### src/rtl/add_iter_pkg.sv
// Shared types and helpers for the iterative adder sequencer.
package add_iter_pkg;

  typedef enum logic [1:0] {
    StIdle = 2'd0,
    StRun  = 2'd1,
    StDone = 2'd2
  } state_e;

  localparam int unsigned DefaultWidth = 8;

  // Counter wide enough to hold the values 0..w inclusive.
  function automatic int unsigned cnt_width(input int unsigned w);
    return $clog2(w + 1);
  endfunction

endpackage

### src/rtl/add_iter_ctrl_halfadder.sv
// Shared W-bit bitwise half-adder datapath: sum = a ^ b, carry = a & b per bit.
module add_iter_ctrl_halfadder #(
  parameter int unsigned W = 8
) (
  input  logic [W-1:0] a_i,
  input  logic [W-1:0] b_i,
  output logic [W-1:0] sum_o,
  output logic [W-1:0] carry_o
);

  assign sum_o   = a_i ^ b_i;
  assign carry_o = a_i & b_i;

endmodule

### src/rtl/add_iter_ctrl.sv
// Sequencer performing full W-bit addition by iterating a shared bitwise half-adder
// until the shifted carry vector is zero.
module add_iter_ctrl
  import add_iter_pkg::*;
#(
  parameter int unsigned W  = DefaultWidth,
  parameter int unsigned CW = cnt_width(W)
) (
  input  logic          clk,
  input  logic          rst_n,
  input  logic          in_valid,
  output logic          in_ready,
  input  logic [W-1:0]  in_a,
  input  logic [W-1:0]  in_b,
  output logic          out_valid,
  input  logic          out_ready,
  output logic [W-1:0]  out_sum,
  output logic          out_cout,
  output logic [CW-1:0] out_iters,
  output logic          busy
);

  state_e        state_q, state_d;
  logic [W-1:0]  a_q, a_d;
  logic [W-1:0]  b_q, b_d;
  logic          cy_q, cy_d;
  logic [CW-1:0] iter_q, iter_d;
  logic [W-1:0]  out_sum_q, out_sum_d;
  logic          out_cout_q, out_cout_d;
  logic [CW-1:0] out_iters_q, out_iters_d;
  logic          out_valid_q, out_valid_d;

  logic [W-1:0]  ha_sum;
  logic [W-1:0]  ha_carry;
  logic [W-1:0]  b_shift;
  logic [CW-1:0] iter_inc;
  logic          cy_next;

  add_iter_ctrl_halfadder #(
    .W (W)
  ) u_halfadder (
    .a_i     (a_q),
    .b_i     (b_q),
    .sum_o   (ha_sum),
    .carry_o (ha_carry)
  );

  assign b_shift  = {ha_carry[W-2:0], 1'b0};
  assign iter_inc = iter_q + CW'(1);
  // Carry out of the top bit is sticky: it leaves the datapath and never returns.
  assign cy_next  = cy_q | ha_carry[W-1];

  always_comb begin
    state_d     = state_q;
    a_d         = a_q;
    b_d         = b_q;
    cy_d        = cy_q;
    iter_d      = iter_q;
    out_sum_d   = out_sum_q;
    out_cout_d  = out_cout_q;
    out_iters_d = out_iters_q;
    out_valid_d = out_valid_q;
    unique case (state_q)
      StIdle: begin
        if (in_valid) begin
          a_d     = in_a;
          b_d     = in_b;
          cy_d    = 1'b0;
          iter_d  = '0;
          state_d = StRun;
        end
      end
      StRun: begin
        a_d    = ha_sum;
        b_d    = b_shift;
        cy_d   = cy_next;
        iter_d = iter_inc;
        // The pass-count cap only guards against a broken datapath.
        if (b_shift == '0 || iter_inc == CW'(W)) begin
          state_d     = StDone;
          out_sum_d   = ha_sum;
          out_cout_d  = cy_next;
          out_iters_d = iter_inc;
          out_valid_d = 1'b1;
        end
      end
      StDone: begin
        if (out_ready) begin
          out_valid_d = 1'b0;
          state_d     = StIdle;
        end
      end
      default: state_d = StIdle;
    endcase
  end

  always_ff @(posedge clk or negedge rst_n) begin
    if (!rst_n) begin
      state_q     <= StIdle;
      a_q         <= '0;
      b_q         <= '0;
      cy_q        <= 1'b0;
      iter_q      <= '0;
      out_sum_q   <= '0;
      out_cout_q  <= 1'b0;
      out_iters_q <= '0;
      out_valid_q <= 1'b0;
    end else begin
      state_q     <= state_d;
      a_q         <= a_d;
      b_q         <= b_d;
      cy_q        <= cy_d;
      iter_q      <= iter_d;
      out_sum_q   <= out_sum_d;
      out_cout_q  <= out_cout_d;
      out_iters_q <= out_iters_d;
      out_valid_q <= out_valid_d;
    end
  end

  assign in_ready  = (state_q == StIdle);
  assign busy      = (state_q != StIdle);
  assign out_valid = out_valid_q;
  assign out_sum   = out_sum_q;
  assign out_cout  = out_cout_q;
  assign out_iters = out_iters_q;

endmodule

### config.mk
export PLATFORM = sky130hd
export DESIGN_NAME = add_iter_ctrl
export DESIGN_NICKNAME = d
export VERILOG_FILES = /design/src/rtl/add_iter_pkg.sv /design/src/rtl/add_iter_ctrl_halfadder.sv /design/src/rtl/add_iter_ctrl.sv
export SDC_FILE = /design/constraint.sdc
export NUM_CORES = 1
export LEC_CHECK = 0
export ABC_CLOCK_PERIOD_IN_PS = 2400
export CAP_MARGIN = 40
export CORE_ASPECT_RATIO = 1.4
export CORE_MARGIN = 10
export CORE_UTILIZATION = 25
export CTS_CLUSTER_SIZE = 20
export DETAILED_ROUTE_END_ITERATION = 7
export SLEW_MARGIN = 20
export SYNTH_ARGS = -nofsm -noshare
export SYNTH_HDL_FRONTEND = slang
export SYNTH_SLANG_ARGS = --single-unit
### constraint.sdc
create_clock -name clk -period 2.4 [get_ports clk]
set_input_delay 0.6 -clock clk [delete_from_list [all_inputs] [get_ports clk]]
set_output_delay 0.6 -clock clk [all_outputs]
set_load 0.02 [all_outputs]
==> impl_results.md <==
- Initial drt markers: 81
- Synth Flop Type: dfrtp_1
- Worst Skew: 6.765 ps
- Placed cells: 288
- Fin Setup TNS: 0 ps
- Clock Latency Late Sink: 290 ps
- Diodes inserted: 0
- Area grow syn2layout: 32.31%
- CP delay by family, top: buffers and inverters
- CTS tree: done
- Setup CP Type: reg -> out
- Outcome: finished clean
- GP Congestion: 0.7569
- WP buf/inv: 1
- Synthesized instance count: 157
- Syn_area_per_cell: 11.47 sq um
- Critical path's slowest cell: clkdlybuf4s50_1
- Total CTS buffers: 5
- DR pass1 iterations: 4
- Vias per cell: 4.382
- Resized Gates After CTS: 0
- Final WL: 4285 microns
- Post-synth cell types: 28
- Leading area contributor after synthesis: dfrtp_1
- Crit Path Max Fanout: 3
- Most common cell in the netlist: dfrtp_1
- Synth area leaders: dfrtp_1 51%, ha_1 6.3%, mux2i_1 5.6%, o21ai_0 5.3%, mux2_4 5.0%
- WHS: 194.1 ps
- Max cap viols: 0
- Yosys top cell area share: 51.42%
- YS warnings: 0
- Adder-Cell Fraction of Synth Area: 6.254%
- Hold crit path type: in -> async
- Clock-pin slew on the worst setup and hold paths: 80 ps
- Synth top cells by count: 37 x dfrtp_1, 19 x o21ai_0, 11 x nand2_1, 11 x nor2b_1, 10 x mux2i_1
- Post-CTS Setup Bufs: 0
- Ratio of cells with drive above 1 in the final layout: 16.42%
- Final ANT Viol Nets: 0
- Fmax: 476.2 MHz
- Clock buffer depth: 2
- H-tree Lvls: 2
- Met2 Use GR: 13.37%
- Detail Placement HPWL: 3262 microns
- Post-route clock period utilization: 87.51%
- CORE AREA: 6982 sq um
- DR vias: 1297
- Initial antenna violation count: 0
- Synth Area in XOR/XNOR: 1.459%
- Required @ worst endpoint: 1800 ps
- Cell area after layout: 2382 sq um
- Mux share of post-synthesis cell area: 14.32%
- WL/cell: 14.48 microns
- Setup crit end kind: output port
- Vias in the first global route: 1402
- RSZ-0062 raised after global routing: no
- EDFF count, synth: 0
- Io pins: 36
- DRC Markers: 0
- Chip width: 91.73 microns
- Setup Viol. Count Final: 0
- Die height: 120.4 microns
- Final Non-Filler Cells: 296
- Grt total ovfl: 0
- Gr busiest metal: met2
- Syn Std Cell Area: 1800 sq um
- Root buffer cell: clkbuf_8
- Pins Over Slew Limit: 0
- Peak supply drop: 0.0003270 V
- Die area: 11040 sq um
- Power Dens Cells: 1329 nW/um^2
- Largest stage delay on the critical path: 640 ps
- Sequential-to-total area share from yosys stat: 51.42%
- Syn nets: 186
- LEAKAGE: 0.001047 uW
- Area share of and/or/nand/nor cells after synthesis: 8.895%
- Hold Buf Count CTS: 0
- Final net count: 229
- First-pass GRT wire length: 7141 microns
- Final Critical Period: 2100 ps
- Slew headroom: 74.54%
- WP data arrival: 1500 ps
- Final hold violations: 0
- Worst slew pin tran: 378.4 ps
- Met3 usage: 3.096%
- Row count: 36
- Initial core utilization: 25.79%
- Largest family of logic cells by synthesized area: multiplexers
- Largest net degree at the start of global routing: 21
- Compound-gate portion of the synthesized area: 13.83%
- Total power: 3167 uW
- Buffers on Ports: 35
- CP Launch Type: flip-flop
- Clock Sinks: 37
- M1 GR Usage: 8.832%
- Worst path cell trace: nor2_1 -> clkdlybuf4s50_1
- FFs w/ async S/R, synth: 100.0%
- FF+latch count, synth: 37
- Placed standard-cell area: 2296 sq um
- Gr usage total: 8.061%
sequential cells by signal, summed over array words and instances (netlist names):
name       count
out_sum        8
out_valid      1
b_q            8
out_iters      4
iter_q         4
a_q            8
state_q        2
out_cout       1
cy_q           1
metrics by stage:
| stage | setup slack (ps) | utilization [%] |
|---|---|---|
| 6_report | 299.9 | 34.12 |
| 3_5_place_dp | 451.4 | 32.89 |
| 4_1_cts | 263.5 | 34.12 |
| 3_3_place_gp | 483.5 | 32.89 |
| 5_1_grt | 205.7 | 34.12 |
| 2_1_floorplan | 573.8 | - |
cell type report:
cell class              count  area [sq um]
flip-flops and latches     37         925.9
inverters                   4         15.01
repair buffers             46         427.9
clock inverters             3         17.52
multi-input cells         106         808.3
clock buffers               5         68.82
fillers                   706          4599
well taps                  95         118.9
cell usage in the layout, fill, tap and decap left out, drive strengths merged:
cell type      netlist  layout
dfrtp               37      37
clkdlybuf4s50        0      34
o21ai               19      19
buf                  3      12
mux2                12      12
nand2               11      11
nor2b               11      11
mux2i               10      10
ha                   9       9
a21oi                8       8
a22oi                7       7
clkbuf               7       5
inv                  4       4
a22o                 4       4
nor2                 2       2
xnor2                2       2
clkinv               0       2
o21bai               1       1
nand3                1       1
nor4                 1       1
nor3                 1       1
and3                 1       1
a41o                 1       1
nand2b               1       1
xor2                 1       1
a32oi                1       1
nor3b                1       1
or2                  1       1
clkinvlp             0       1
power breakdown:
part / leakage (uW) / internal (uW) / switching [uW] / total [uW]
combinational: 0.000542 / 841 / 787 / 1630
clock: 0.0000439 / 200 / 235 / 435
sequential: 0.000462 / 914 / 189 / 1100
total: 0.00105 / 1960 / 1210 / 3170
worst reg2reg max path, delay by kind of cell (launching register included):
kind / cells / cell delay (ps)
DFF: 1 / 400
muxes: 1 / 310
and+or+nand+nor: 2 / 610
AOI/OAI and AO/OA: 1 / 140
adders and majority gates: 1 / 190
buffers and inverters: 1 / 190
logic make-up (layout without fill, tap and decap cells):
family	Yosys count	in the layout
XOR/XNOR	3	3
buffers and inverters	14	58
multiplexers	22	22
adder cells (fa/ha/maj)	9	9
AO/OA/AOI/OAI	41	41
AND/OR/NAND/NOR	31	31
flip-flops	37	37
final timing paths:
path | from | end | slack [ps] | cells past startpoint
worst min-delay path | rst_n | b_q[7] | 190 | 1
worst max register to register | b_q[3] | out_sum[4] | 430 | 6
min in group clk | a_q[5] | a_q[5] | 490 | 2
worst min register to register | a_q[5] | a_q[5] | 490 | 2
worst max-delay path | state_q[0] | in_ready | 300 | 2
max in group asynchronous | rst_n | out_sum[3] | 1710 | 2
per-layer routing:
metal | up-vias | part of all wire (%)
met5 | - | 0
met4 | 0 | 1.8
met3 | 6 | 5.1
met2 | 21 | 50
met1 | 628 | 43
li1 | 642 | -
Note: power is estimated with default switching activity, not from simulation.
